`config.mk`:
```
export PLATFORM = sky130hd
export DESIGN_NAME = sprite_motion_ctrl
export DESIGN_NICKNAME = d
export VERILOG_FILES = /design/src/rtl/sprite_motion_ctrl.sv
export SDC_FILE = /design/constraint.sdc
export NUM_CORES = 1
export LEC_CHECK = 0
export ABC_AREA = 1
export BUFFER_PORTS_ARGS = -buffer_cell sky130_fd_sc_hd__buf_2
export CAP_MARGIN = 15
export CORE_UTILIZATION = 30
export DETAILED_ROUTE_END_ITERATION = 7
export SLEW_MARGIN = 10
export SYNTH_ARGS = -nofsm -noshare
export SYNTH_HDL_FRONTEND = slang
export SYNTH_SLANG_ARGS = --single-unit
```
`constraint.sdc`:
```
create_clock -name clk -period 3.25 [get_ports clk]
set_input_delay 0.65 -clock clk [delete_from_list [all_inputs] [get_ports clk]]
set_output_delay 0.65 -clock clk [all_outputs]
set_load 0.02 [all_outputs]
```
`src/rtl/sprite_motion_ctrl.sv`:
```
// Per-frame direction and shadow position generator for the 4x4 sprite drawer on a 160x120 screen.
// Optional autonomous bounce mode is compiled in with SPRITE_MOTION_BOUNCE_EN.
module sprite_motion_ctrl #(
  parameter logic [7:0] X_START = 8'd78,
  parameter logic [6:0] Y_START = 7'd58,
  parameter logic [7:0] X_MAX   = 8'd156,
  parameter logic [6:0] Y_MAX   = 7'd116
) (
  input  logic       clk,
  input  logic       resetn,
  input  logic       tick,
  input  logic [3:0] keys,
  input  logic       mode,
  output logic [7:0] x_start,
  output logic [6:0] y_start,
  output logic [3:0] dir,
  output logic [7:0] x_pos,
  output logic [6:0] y_pos,
  output logic       bump,
  output logic [7:0] bump_count
);

  logic [3:0] key_s1, key_s2;
  logic       tick_d;
  logic       first;
  logic       frame;
  logic       step_r, step_l, step_u, step_d, hit;
  logic       req_r, req_l, req_u, req_d;

  assign x_start = X_START;
  assign y_start = Y_START;
  assign frame   = tick & ~tick_d;

  // Opposing requests cancel before wall checks, so a cancelled pair never bumps.
  assign req_r = key_s2[0] & ~key_s2[3];
  assign req_l = key_s2[3] & ~key_s2[0];
  assign req_u = key_s2[1] & ~key_s2[2];
  assign req_d = key_s2[2] & ~key_s2[1];

`ifdef SPRITE_MOTION_BOUNCE_EN
  logic vx, vy;
  logic vx_nxt, vy_nxt;
  logic flip_x, flip_y;

  always_comb begin
    flip_x = (vx && x_pos == X_MAX) || (!vx && x_pos == 8'd0);
    flip_y = (vy && y_pos == Y_MAX) || (!vy && y_pos == 7'd0);
    vx_nxt = vx ^ flip_x;
    vy_nxt = vy ^ flip_y;
  end
`else
  logic unused_mode;
  assign unused_mode = mode;
`endif

  always_comb begin
    step_r = req_r && (x_pos != X_MAX);
    step_l = req_l && (x_pos != 8'd0);
    step_d = req_d && (y_pos != Y_MAX);
    step_u = req_u && (y_pos != 7'd0);
    hit    = (req_r && x_pos == X_MAX) || (req_l && x_pos == 8'd0) ||
             (req_d && y_pos == Y_MAX) || (req_u && y_pos == 7'd0);
`ifdef SPRITE_MOTION_BOUNCE_EN
    if (mode) begin
      step_r = vx_nxt;
      step_l = ~vx_nxt;
      step_d = vy_nxt;
      step_u = ~vy_nxt;
      hit    = flip_x | flip_y;
    end
`endif
  end

  always_ff @(posedge clk) begin
    if (!resetn) begin
      key_s1     <= 4'd0;
      key_s2     <= 4'd0;
      tick_d     <= 1'b0;
      first      <= 1'b1;
      dir        <= 4'd0;
      x_pos      <= X_START;
      y_pos      <= Y_START;
      bump       <= 1'b0;
      bump_count <= 8'd0;
    end else begin
      key_s1 <= keys;
      key_s2 <= key_s1;
      tick_d <= tick;
      bump   <= 1'b0;
      if (frame) begin
        if (first) begin
          // Drawer loads x_in/y_in on its first update, so no motion this frame.
          first <= 1'b0;
          dir   <= 4'd0;
        end else begin
          dir   <= {step_l, step_d, step_u, step_r};
          x_pos <= x_pos + {7'd0, step_r} - {7'd0, step_l};
          y_pos <= y_pos + {6'd0, step_d} - {6'd0, step_u};
          bump  <= hit;
          if (hit && bump_count != 8'hFF)
            bump_count <= bump_count + 8'd1;
        end
      end
    end
  end

`ifdef SPRITE_MOTION_BOUNCE_EN
  always_ff @(posedge clk) begin
    if (!resetn) begin
      vx <= 1'b1;
      vy <= 1'b1;
    end else if (frame && !first && mode) begin
      vx <= vx_nxt;
      vy <= vy_nxt;
    end
  end
`endif

endmodule

```
==> summary by stage, run 1 <==
Flow run
The tool flagged a number of max-cap violations equal to 0.

GRT
The total grt overflow is 0. After global routing, the most crowded layer is met2. The fraction of met1 tracks used by global routing is 15.63%. The number of antenna violations at the first check in global routing is 0. In the global route stage, met3 resource usage came out at 2.874%.

The overall global routing resource usage is 12.86%. The first global-routing pass estimated 8728 µm of wire. The via count of the first global-routing pass is 1950. Entering global routing, the biggest net connects 23 pins. The met2 track demand over resource is 21.85%.

CTS
Buffers inserted to repair hold after CTS numbered 0. The clock drives 38 sinks. The total clock buffers created by CTS is 5. The number of instances resized during post-cts repair is 0.

TritonCTS built the clock tree. The clock tree synthesis step divided the H-tree into 2 levels. The maximum root-to-sink buffer count is 2. The clock transition at the registers of the reported paths is 0.08 ns. The buffer count from post-CTS setup fixing is 0. The clock reaches the later pin of the worst-skew pair after 0.29 ns. The root buffer cell is sky130_fd_sc_hd__clkbuf_8.

Yosys
The synthesized design devotes to its leading area cell type 30.85% of total area. Summed over all instances, the cell type with the most area after synthesis is sky130_fd_sc_hd__dfxtp_1. Yosys attributes the largest share of cell area to sky130_fd_sc_hd__dfxtp_1 31%, sky130_fd_sc_hd__ha_1 12%, sky130_fd_sc_hd__inv_1 9.3%. The post-synthesis instance area is 2466 µm².

During synthesis, Yosys emitted a total of 0 warnings. Synthesis produced 334 cells. After synthesis the netlist holds a flip-flop and latch count of 38. In this run the mean area of a mapped cell was 7.384 µm². The count of different cell masters after synthesis is 34. The sequential-to-total area share from yosys stat is a little under a third.

Routing
After the first detailed-routing iteration, the DRC count stood at 69. For this run, the detailed router's first-pass iteration total came to 4. Summing over every cut layer, the via total after detailed routing is around 2.1k. The total wirelength of the detailed-routed design is approximately 5000 µm. The number of antenna-violating nets in the routed design is 0. For this run, design rule violations remaining after detail routing come to 0.

After detailed routing, the number of vias per cell comes to 4.378. The detail-routed net length per standard cell is between 10 and 15 µm.

Floorplanning
In this run the core area contains 32 standard-cell rows. In this run the horizontal extent of the chip is 92.67 µm. The top-level port count is 51. The die covers 8587 µm².

For this configuration, the core starts out at a cell density of 31.43%. The die outline height is 92.67 µm. The area of the core is between 7000 and 8000 µm².

Timing
The final-report hold violation count came to 0. Dividing the final minimum period by the clock period gives 83.53%. The worst path in the final design needs a cycle of 2.715 ns, including I/O delays and setup. The total count of max-transition violations in the final report came to 0. The worst hold slack is 0.4163 ns.

Derived from the worst setup path, the maximum achievable clock frequency is 0.3684 GHz. The final sum of negative setup slack is 0 ns. Setup repair after global routing left no endpoint under its margin.

Setup violations remaining at the end of the flow were counted as 0. The largest clock skew in the final design is around 0.0062 ns.

Place
At the end of routability-driven placement, the weighted congestion stood at 0.8382. The placed cell area is 2676 µm². The HPWL reported at the end of detailed placement is roughly 3700 µm. The number of I/O port buffers is 34.

Cells and area
Relative to the synthesized area, the layout overhead comes to 14.31%. At the end of the flow the core is filled with cells to a little over a third. In the layout the commonest cells are 61 x sky130_fd_sc_hd__inv_1, 60 x sky130_fd_sc_hd__nand2_1, 38 x sky130_fd_sc_hd__dfxtp_1. After routing the design area is 2819 µm². The fraction of final layout cells sized beyond drive strength 1 is 17.34%.

The total inserted antenna cells is 0. Leaving out fill and tap cells, the most frequent cell in the layout is sky130_fd_sc_hd__inv_1. The post-layout net count is approximately 400.

Critical path
The delay contributed by the slowest stage of the critical path is a little under 0.4 ns. The critical path required time is 3.47 ns. The critical path's slowest cell is sky130_fd_sc_hd__dfxtp_1. The signal on the critical path passes through inv_1, ha_1, inv_1, nor2_1, nand3_1, nand3_1, inv_1, ha_1, inv_1, ha_1, inv_1, fa_1, nand3b_1, nand2_1, nand3_1, nand2_1, nand2_1, nand2_1, nand2_1, a21oi_1. The worst register-to-register path begins at y_pos[2]. Of all nets on the critical path, the largest fanout is 4. The nature of the critical path startpoint is a flop. The worst setup path is of the flop to flop kind. Tracing the worst setup path back leads to its startpoint at y_pos[2]. The category of the worst setup path capture point is a flop. The worst endpoint data arrival time is approximately 3 ns.

Status
The flow ran to the end, and the final reports show no timing, DRC or antenna violations.

Power
The power density of the placed cells is approximately 420 nW/µm². The worst voltage drop across the vdd grid is 0.0001766 V. The leakage power is 1.483 nW.

Worst hold path
The tightest min-delay check is of the flop to flop type. The startpoint identified for the worst hold timing path is key_s1[2].
-- registers in the layout (all words and copies together) (netlist names) --
name,cells
first,1
x_pos,8
key_s1,4
dir,4
tick_d,1
bump,1
y_pos,7
bump_count,8
key_s2,4
-- worst max-delay path, delay by kind of cell, from the launching register on --
kind                     cells  cell delay (ns)
AO/OA/AOI/OAI                1             0.12
adder cells (fa/ha/maj)      4             0.99
buffers and inverters        5             0.33
flip-flops                   1             0.39
AND/OR/NAND/NOR             10             0.83
-- cell usage after synthesis (all sizes together) --
| master | number |
|---|---|
| or2 | 1 |
| buf | 19 |
| nand3b | 1 |
| dfxtp | 38 |
| clkinv | 1 |
| inv | 64 |
| o21bai | 1 |
| a31oi | 2 |
| nor3 | 1 |
| o221ai | 1 |
| clkbuf | 2 |
| xnor2 | 1 |
| nor2 | 23 |
| conb | 2 |
| nand2 | 64 |
| fa | 2 |
| nand4 | 11 |
| ha | 24 |
| o211ai | 2 |
| xor2 | 8 |
| o21ai | 15 |
| a21o | 2 |
| a21oi | 26 |
| nand3 | 23 |
-- area by class of cell --
class,count,area [µm²]
Clock inverter,2,60.06
Tap cell,102,127.6
Timing Repair Buffer,35,177.7
Sequential cell,38,760.7
Clock buffer,6,82.58
Inverter,65,244.0
Multi-Input combinational cell,223,1366
Fill cell,869,5029
-- logic make-up (layout without fill, tap and decap cells) --
logic type	after synthesis	in the layout	share of synthesized area, %
buffers and inverters	86	108	15.73
DFF	38	38	30.85
and+or+nand+nor	124	124	24.51
xor gates and xnor gates	9	9	3.197
AOI/OAI and AO/OA	49	49	11.62
adders and majority gates	26	26	13.80
other	2	15	0.3045
-- where the power goes --
| part | switching (W) | leakage [nW] | internal, W |
|---|---|---|---|
| combinational | 0.000124 | 1.10 | 0.0000617 |
| sequential | 0.0000137 | 0.310 | 0.000482 |
| clock | 0.000174 | 0.0714 | 0.000328 |
| total | 0.000312 | 1.48 | 0.000871 |
-- layer usage --
metal / wire, µm / part of all wire [%] / vias up
li1: - / - / 1097
met1: 2438 / 49 / 922
met2: 2280 / 46 / 37
met3: 180 / 3.6 / 6
met4: 91 / 1.8 / 0
met5: 0 / 0 / -
-- per-stage QoR --
stage	setup WS, ns	std cells	total power, W
after detailed placement	0.5407	463	0.0006919
after CTS	0.5149	471	0.001198
after floorplan	0.6426	347	0.0006644
after global routing	0.1897	471	0.001247
after global placement	0.5729	463	0.0006893
final	0.5353	471	0.001183
-- final timing paths --
kind	endpoint	slack (ns)	cells past startpoint
setup reg to reg	y_pos[6]	0.54	20
hold / removal	key_s2[2]	0.42	2
setup / recovery	y_pos[6]	0.54	20
hold reg to reg	key_s2[2]	0.42	2
Note: power is estimated with default switching activity, not from simulation.
==> inputs of run 2 (changes only) <==
clock period = 2.3 ns   (was 3.25 ns; I/O delays follow)
==> summary by stage, run 2 (synthesis results as in run 1) <==
Status
The run finished, with violations left. The checks that failed: setup timing.

Timing
After layout, the worst setup slack is -0.2027 ns. The highest attainable clock frequency is 0.3996 GHz. The final-report hold violation count is 0.

The final period utilization is 108.8%. Between clock sinks in the finished design, the worst skew comes to between 0.006 and 0.007 ns. The total count of max-transition violations in the final report is 0.

Setup repair after global routing could not meet its margin everywhere. The setup violation total in the final timing report is 5. The routed design could run at a clock period as short as 2.503 ns.

On the final layout, the worst hold slack is 0.3443 ns.

Critical path
For this run, the slowest stage of the critical path takes 0.36 ns. The worst setup path is captured at a flop. The cell that appears most often on the critical path is sky130_fd_sc_hd__nand2_1.

The reg-to-reg setup timing slack is -0.20 ns. At the worst endpoint, the required time is 2.53 ns. The critical path's slowest cell is sky130_fd_sc_hd__dfxtp_4.

The nature of the critical path startpoint is a flop. Data arrives at the worst endpoint at approximately 2.7 ns. The worst register-to-register path has a depth of 20. The startpoint identified for the worst register-to-register timing path is y_pos[3]. The maximum fanout count along the critical path is 2. The endpoint identified for the worst register-to-register timing path is y_pos[6]. The signal on the critical path passes through inv_4, ha_4, inv_2, nor2_2, nand3_2, nand3_2, inv_2, ha_4, inv_4, ha_4, inv_2, fa_2, nand3b_1, nand2_2, nand3_2, nand2_1, nand2_1, nand2_1, nand2_1, a21oi_1. The critical setup path kind is flop to flop.

Cells and area
The most frequent standard cell in the layout excluding fill and tap cells is sky130_fd_sc_hd__buf_4. The area of the multi-input gates is 1597 µm². The total of fill cells in the finished design is 796. The sequential standard cell area is 785.8 µm². For this run, the post-layout net count is 460. In the final layout, the registers with the most flip-flops are bump_count (8), x_pos (8), y_pos (7). The total inserted antenna cells is 0. The fraction of final layout cells sized beyond drive strength 1 is 42.62%. The top cell types in the final layout, fill and taps aside, are 57 x sky130_fd_sc_hd__buf_4, 53 x sky130_fd_sc_hd__nand2_1, 43 x sky130_fd_sc_hd__inv_1.

After the flow finishes, the layout carries non-filler instances totaling 529. The layout-stage area growth over the synthesis result is 41.35%.

CTS
The root buffer cell is sky130_fd_sc_hd__clkbuf_8. After clock tree synthesis, the clock-pin slew on the worst setup and hold paths is 0.08 ns. The number of clock sinks is 38.

The clock tree synthesis step divided the H-tree into 2 levels. The TritonCTS clock tree is yes. For the worst-skew pair, the clock arrives at the later sink with an insertion delay of 0.29 ns. Counting along the longest clock path gives a buffer depth of 2. The number of hold-repair buffers added at the cts stage is 0. Counting the buffers created by CTS gives 5.

Place
The number of I/O port buffers is 34. Detailed placement finished with a half-perimeter wire length of 3985 µm. The cell count after placement is between 400 and 500.

The final estimated routing congestion in global placement is slightly below 0.8.

Routing
Summed over all layers, the routed wires come to 6037 µm. In the routed layout, each cell is associated on average with a via count of 4.412. The number of optimization iterations in the first detailed-route pass is 4. The number of antenna-violating nets in the routed design is 0. The DRC violation total after the first TritonRoute iteration is 104. Dividing the detail-routed wire length by the instance count gives approximately 11 µm. The routed layout has 2334 vias.

The DRC violations left is 0.

Power
The worst voltage drop across the vdd grid is ~0.00019 V. The leakage power is 1.729 nW. Dividing total power by cell area gives a power density of between 400 and 500 nW/µm².

The total design power is 0.001565 W.

Floorplanning
The area of the core is 7848 µm². The top-level port count is 51. The initial utilization of the core area, before any placement, comes to around a third. The horizontal extent of the die is 92.67 µm. The floorplan step defined a die boundary enclosing about 8600 µm². The die outline height is 92.67 µm. The total number of placement rows is 32.

GRT
The number of antenna violations at the first check in global routing is 0. The via count of the first global-routing pass is between 2k and 2.5k. The total grt overflow is 0. The wire length of the first global-routing pass is 9473 µm.

Entering global routing, the biggest net connects 23 pins. For this run, the total global-route usage over all layers was measured as 13.96%.

Worst hold path
The number of stages on the worst hold path is 3. The critical hold path startpoint is keys[2]. The worst hold path belongs to the class input port to flop. The capture endpoint of the worst hold path is key_s1[2].

Flow run
The number of max-cap violations is 0.
## run 2: cell types whose count changed in the layout (fill, tap and decap cells not counted), sizes merged
cell | previous run | this run
clkbuf | 6 | 7
buf | 35 | 93
bufinv | 2 | 0
clkinv | 1 | 2
## run 2: critical path, delay by kind of cell, from the launching register on
family / cells / cell delay [ns]
buffers and inverters: 5 / 0.23
adder cells (fa/ha/maj): 4 / 0.80
AND/OR/NAND/NOR: 10 / 0.89
flip-flops: 1 / 0.36
AO/OA/AOI/OAI: 1 / 0.14
## run 2: layout make-up
class                   count  share of cell area (%)
flip-flops and latches     38                   22.54
clock inverters             1                  0.1436
clock buffers               7                   2.477
repair buffers             93                   17.80
well taps                 102                   3.661
inverters                  65                   7.574
multi-input cells         223                   45.80
## run 2: how the worst max path moves through the flow
stage | start | to | slack, ns | depth (start not counted)
detailed placement | y_pos[2] | y_pos[6] | -0.27 | 20
global placement | y_pos[2] | y_pos[6] | -0.21 | 20
global route | y_pos[3] | y_pos[6] | -0.38 | 20
finish | y_pos[3] | y_pos[6] | -0.20 | 20
CTS | y_pos[2] | y_pos[6] | -0.16 | 20
floorplan | y_pos[2] | y_pos[6] | -0.09 | 20
## run 2: stage by stage
step | instance area (µm²) | setup WS (ns) | TNS [ns] | utilization [%]
floorplan | 2545 | -0.09354 | -0.09354 | -
global placement | 2977 | -0.2148 | -0.7127 | 37.93
detailed placement | 2977 | -0.2710 | -0.7740 | 37.93
CTS | 3331 | -0.1632 | -0.3377 | 42.44
global route | 3486 | -0.3802 | -0.9497 | 44.42
finish | 3486 | -0.2027 | -0.3172 | 44.42
## run 2: repair_timing
item	4_1_cts	5_1_grt
gates resized for setup	35	32
pin swaps	10	21
endpoints found under the hold margin	0	0
endpoints found under the setup margin	8	10
setup buffers	17	6
## run 2: report_power, final
group          internal, W  leakage, nW  switching, W  total (W)
Combinational     0.000159         1.37      0.000221   0.000380
Clock             0.000242       0.0482      0.000245   0.000487
Sequential        0.000679        0.311     0.0000184   0.000698
Total              0.00108         1.73      0.000484    0.00157
## run 2: routing by layer
layer | global-route usage, % | up-vias | part of all wire [%]
li1 | - | 1213 | -
met5 | 0 | - | 0
met3 | 2.627 | 10 | 3.1
met2 | 22.47 | 44 | 49
met4 | 5.513 | 0 | 2.0
met1 | 18.36 | 1067 | 46
